===== src/rtl/div_hilo_unit_pkg.sv =====
// Shared types and constants for the HI/LO divide unit.
// Holds the divider FSM encoding and the divide-by-zero LO fill bit.
package div_hilo_unit_pkg;

    typedef enum logic [1:0] {
        DIVS_IDLE  = 2'd0,
        DIVS_ITER  = 2'd1,
        DIVS_FIXUP = 2'd2
    } div_state_e;

    // LO is filled with this bit (all ones) on a zero divisor.
    localparam logic DIV_ZERO_LO_BIT = 1'b1;

endpackage


===== src/rtl/div_hilo_unit_step.sv =====
// One restoring division step: shift {rem, quot} left, trial-subtract.
// Ports: rem/quot in (current), dmag (|divisor|), rem_next/quot_next out.
module div_step #(
    parameter int WIDTH = 32
) (
    input  logic [WIDTH:0]   rem,
    input  logic [WIDTH-1:0] quot,
    input  logic [WIDTH:0]   dmag,
    output logic [WIDTH:0]   rem_next,
    output logic [WIDTH-1:0] quot_next
);

    logic [WIDTH+1:0] shifted;
    logic [WIDTH+1:0] trial;

    always_comb begin
        shifted   = {rem, quot[WIDTH-1]};
        trial     = shifted - {1'b0, dmag};
        rem_next  = shifted[WIDTH:0];
        quot_next = {quot[WIDTH-2:0], 1'b0};
        // Borrow bit clear means the trial remainder is non-negative.
        if (!trial[WIDTH+1]) begin
            rem_next     = trial[WIDTH:0];
            quot_next[0] = 1'b1;
        end
    end

endmodule


===== src/rtl/div_hilo_unit.sv =====
// Multi-cycle signed divider owning HI (remainder) and LO (quotient).
// Ports: clk, reset, div_start, dividend, divisor, decode hazard inputs
// (is_mf_hi_d, is_mf_lo_d, has_div_d); outputs stall_d, busy, hi, lo.
module div_hilo_unit
    import div_hilo_unit_pkg::*;
#(
    parameter int WIDTH     = 32,
    parameter bit ZERO_FAST = 1'b1
) (
    input  logic             clk,
    input  logic             reset,
    input  logic             div_start,
    input  logic [WIDTH-1:0] dividend,
    input  logic [WIDTH-1:0] divisor,
    input  logic             is_mf_hi_d,
    input  logic             is_mf_lo_d,
    input  logic             has_div_d,
    output logic             stall_d,
    output logic             busy,
    output logic [WIDTH-1:0] hi,
    output logic [WIDTH-1:0] lo
);

    localparam int CW = (WIDTH > 2) ? $clog2(WIDTH) : 1;
    localparam logic [CW-1:0] LAST = CW'(WIDTH - 1);

    div_state_e       state;
    div_state_e       state_next;
    logic [CW-1:0]    count;
    logic [WIDTH:0]   rem;
    logic [WIDTH-1:0] quot;
    logic [WIDTH:0]   dmag;
    logic [WIDTH-1:0] dvd;
    logic             sign_q;
    logic             sign_r;
    logic             dzero;
    logic [WIDTH:0]   rem_next;
    logic [WIDTH-1:0] quot_next;
    logic             start_ok;
    logic             in_zero;

    assign start_ok = div_start && (state == DIVS_IDLE);
    assign in_zero  = (divisor == '0);

    div_step #(.WIDTH(WIDTH)) u_step (
        .rem       (rem),
        .quot      (quot),
        .dmag      (dmag),
        .rem_next  (rem_next),
        .quot_next (quot_next)
    );

    always_ff @(posedge clk) begin
        if (reset) begin
            state <= DIVS_IDLE;
        end else begin
            state <= state_next;
        end
    end

    always_comb begin
        state_next = state;
        unique case (state)
            DIVS_IDLE: begin
                if (start_ok) begin
                    state_next = (in_zero && ZERO_FAST) ? DIVS_FIXUP
                                                        : DIVS_ITER;
                end
            end
            DIVS_ITER: begin
                if (count == LAST) begin
                    state_next = DIVS_FIXUP;
                end
            end
            DIVS_FIXUP: state_next = DIVS_IDLE;
            default:    state_next = DIVS_IDLE;
        endcase
    end

    always_ff @(posedge clk) begin
        if (reset) begin
            count  <= '0;
            rem    <= '0;
            quot   <= '0;
            dmag   <= '0;
            dvd    <= '0;
            sign_q <= 1'b0;
            sign_r <= 1'b0;
            dzero  <= 1'b0;
            hi     <= '0;
            lo     <= '0;
        end else begin
            unique case (state)
                DIVS_IDLE: begin
                    if (start_ok) begin
                        // Unsigned magnitudes; -2^(W-1) maps to 2^(W-1).
                        quot   <= dividend[WIDTH-1] ? -dividend : dividend;
                        dmag   <= {1'b0, divisor[WIDTH-1] ? -divisor
                                                          : divisor};
                        dvd    <= dividend;
                        sign_q <= dividend[WIDTH-1] ^ divisor[WIDTH-1];
                        sign_r <= dividend[WIDTH-1];
                        dzero  <= in_zero;
                        rem    <= '0;
                        count  <= '0;
                    end
                end
                DIVS_ITER: begin
                    rem   <= rem_next;
                    quot  <= quot_next;
                    count <= count + 1'b1;
                end
                DIVS_FIXUP: begin
                    if (dzero) begin
                        lo <= {WIDTH{DIV_ZERO_LO_BIT}};
                        hi <= dvd;
                    end else begin
                        lo <= sign_q ? -quot : quot;
                        hi <= sign_r ? -rem[WIDTH-1:0] : rem[WIDTH-1:0];
                    end
                end
                default: ;
            endcase
        end
    end

    assign busy    = (state != DIVS_IDLE);
    assign stall_d = busy & (is_mf_hi_d | is_mf_lo_d | has_div_d);

endmodule


===== config.mk =====
export PLATFORM = sky130hd
export DESIGN_NAME = div_hilo_unit
export DESIGN_NICKNAME = d
export VERILOG_FILES = /design/src/rtl/div_hilo_unit_pkg.sv /design/src/rtl/div_hilo_unit_step.sv /design/src/rtl/div_hilo_unit.sv
export SDC_FILE = /design/constraint.sdc
export NUM_CORES = 1
export LEC_CHECK = 0
export ABC_AREA = 1
export CAP_MARGIN = 40
export CORE_MARGIN = 1
export CORE_UTILIZATION = 55
export DETAILED_ROUTE_END_ITERATION = 16
export HOLD_SLACK_MARGIN = 0.1
export PLACE_DENSITY_LB_ADDON = 0.1
export SYNTH_ARGS = -nofsm -noshare
export SYNTH_HDL_FRONTEND = slang
export SYNTH_SLANG_ARGS = --single-unit

===== constraint.sdc =====
create_clock -name clk -period 6.4 [get_ports clk]
set_input_delay 1.92 -clock clk [delete_from_list [all_inputs] [get_ports clk]]
set_output_delay 1.92 -clock clk [all_outputs]
set_load 0.005 [all_outputs]

==> results.md <==
- Synthesized flop and latch total: between 200 and 250
- Placement Rows: 58
- Synth Cell Area: roughly 14000 µm²
- Post-synth EDFFs: 0
- Global-route wire length before repair: between 70000 and 80000 µm
- Synthesized net count: between 2000 and 2500
- GPL Wtd Cong: between 0.9 and 1
- Core Box Area: roughly 25000 µm²
- Yosys top cell area share: roughly 29%
- Wire per inst: about 17 µm
- Fin crit period: approximately 4.9 ns
- Drt first-iter violations: between 1500 and 2000
- Remaining antenna violation count: 0
- Setup Fix Bufs, Post-CTS: 0
- Clock skew: 0.0348 ns
- Grt total ovfl: 0
- WS Path Type: primary input to primary output
- CTS root buf: clkbuf_16
- Pwr/cell area: roughly 330 nW/µm²
- Nets@finish: 2478
- Synth unique cells: slightly above 50
- Final Setup Violations: 0
- CP required: approximately 4.5 ns
- Sequential share of the synthesized area: approximately 29%
- Peak supply drop: roughly 250 µV
- Vias per cell: between 5 and 6
- Die area: 26300 µm²
- DP Area: ~16000 µm²
- Status: finished, final reports clean
- Post-Syn Area per Cell: around 6.2 µm²
- Final Hold Viols: 0
- Setup Total Neg Slack: 0 ns
- # H-tree levels: 1
- Die Ht: about 160 µm
- Vias in the first global route: about 14000
- Design Area, Final: about 16000 µm²
- TritonCTS clock tree: yes
- Setup crit start kind: primary input
- Drt first pass iters: 6
- Top FF cell, synth: dfxtp_1
- Critical Path Sink Type: primary output
- Worst-Margin Slew: just under 0.9 ns
- Worst skew pair latency: 0.55 ns
- Drt drc: 0
- Fraction of layout cells with a size suffix above 1: under 10%
- Largest net degree at the start of global routing: 80
- CTS buffer count: 24
- Die span in x: about 160 µm
- Critical path fanouts, max: 1
- Clk sinks: roughly 200
- Initial antenna violation count: 1
- Number of placed I/O pins: roughly 140
- HP Class: flop to flop
- Final Cycle Share: between 70 and 80%
- Commonest cells in the netlist: 566 x nand2_1, 330 x inv_1, 230 x a21oi_1
- Post-CTS Resized: 0
- Largest cells by area after synthesis: dfxtp_1 29%, nand2_1 15%, inv_1 8.8%
- IO buf count: 135
- Max-cap violations: 0
- Most common cell in the netlist: nand2_1
- Area grow syn2layout: 15.8%
- GRT Resource Usage Total: a little over a third
- Post-DP HPWL: 34900 µm
- Warning count from the yosys run: 0
- Asr flop ratio synth: 0%
- Area leader, netlist: dfxtp_1
- Fmax: about 200 MHz
- WP data arrival: about 3 ns
- P_leak: around 7.5 nW
- Post-Route WL: 46200 µm
- Clk buf depth: 3
- Starting density of the core: between 50% and 60%
- Final Max Tran Viols: 0
- Worst slew margin: between 40% and 50%
- N_diodes: 0
- Unrepaired setup endpoints after global routing: false
- Via count of the routed design: 15322
- Post-CTS Hold Buffers: 0
- Cell count after synthesis: between 2000 and 2500
- Worst-path clk slew: ~0.060 ns
-- cell families after synthesis --
group | Yosys count | synth area share (%)
buffers and inverters | 435 | 12.3
adder cells (fa/ha/maj) | 39 | 3.51
AO/OA/AOI/OAI | 473 | 18.0
AND/OR/NAND/NOR | 1075 | 33.2
flip-flops | 202 | 28.6
XOR/XNOR | 70 | 4.34
-- sequential cells by signal, summed over array words and instances (netlist names) --
name and flops:
quot 32, state 2, sign_q 1, lo 32, count 5, hi 32, dzero 1, rem 33
dvd 32, dmag 32
-- routing by layer --
layer	global-route usage [%]	vias up	share of wire (%)
li1	-	7582	-
met1	48.8	7048	45
met2	56.6	599	45
met3	3.93	91	7.4
met4	9.69	2	2.8
met5	0	-	0.069
-- path summary, 6_finish.rpt --
kind	from	endpoint	slack, ns	cells past startpoint
worst max-delay path	is_mf_lo_d	stall_d	1.48	4
worst max register to register	rem[18]	rem[4]	3.64	12
worst min register to register	dvd[20]	dvd[20]	0.45	2
worst min-delay path	dvd[20]	dvd[20]	0.45	2
-- through the flow --
step | worst slack (ns) | instances | hold slack [ns] | total power, W | utilization [%]
6_report | 1.48 | 2715 | 0.453 | 0.00538 | 64.9
5_1_grt | 1.36 | 2715 | 0.477 | 0.00576 | 64.9
4_1_cts | 1.47 | 2715 | 0.453 | 0.00535 | 64.9
3_5_place_dp | 1.47 | 2673 | 0.444 | 0.00396 | 61.7
3_3_place_gp | 1.47 | 2671 | 0.437 | 0.00391 | 61.6
2_1_floorplan | 2.34 | 2294 | 0.430 | 0.00337 | -
-- cell type report --
| type | count | area (µm²) |
|---|---|---|
| fill | 2437 | 8840 |
| multi-input combinational | 1657 | 8350 |
| sequential | 202 | 4040 |
| timing repair buffer | 149 | 1480 |
| inverter | 335 | 1260 |
| clock buffer | 30 | 653 |
| tap | 330 | 413 |
| clock inverter | 12 | 141 |
-- critical path, cell delays in order --
cell             delay (ns)
clkdlybuf4s50_1        0.45
nor3_1                 0.05
nor2_1                 0.08
clkdlybuf4s50_1        0.51
-- report_power, final --
group          internal, W  switching, W  leakage, nW
sequential         0.00137      0.000137         1.65
clock             0.000809      0.000584        0.398
combinational     0.000831       0.00165         5.48
total              0.00301       0.00237         7.53
-- layout by cell type (no fill, tap or decap), drive strengths merged, types with 3 or more instances in the layout --
master         instances
clkdlybuf4s50        134
nor3                  34
and3                   3
nand3b                12
nor4                   5
nand3                207
nand2                578
a21oi                232
o211ai                15
inv                  334
o221ai                13
ha                    38
clkbuf                30
xor2                  47
o21ai                182
xnor2                 23
nor2                 200
buf                   15
o31ai                  3
clkinv                11
nand4                 24
and2                   3
a31oi                 17
dfxtp                202
or2                    5
Note: power is estimated with default switching activity, not from simulation.
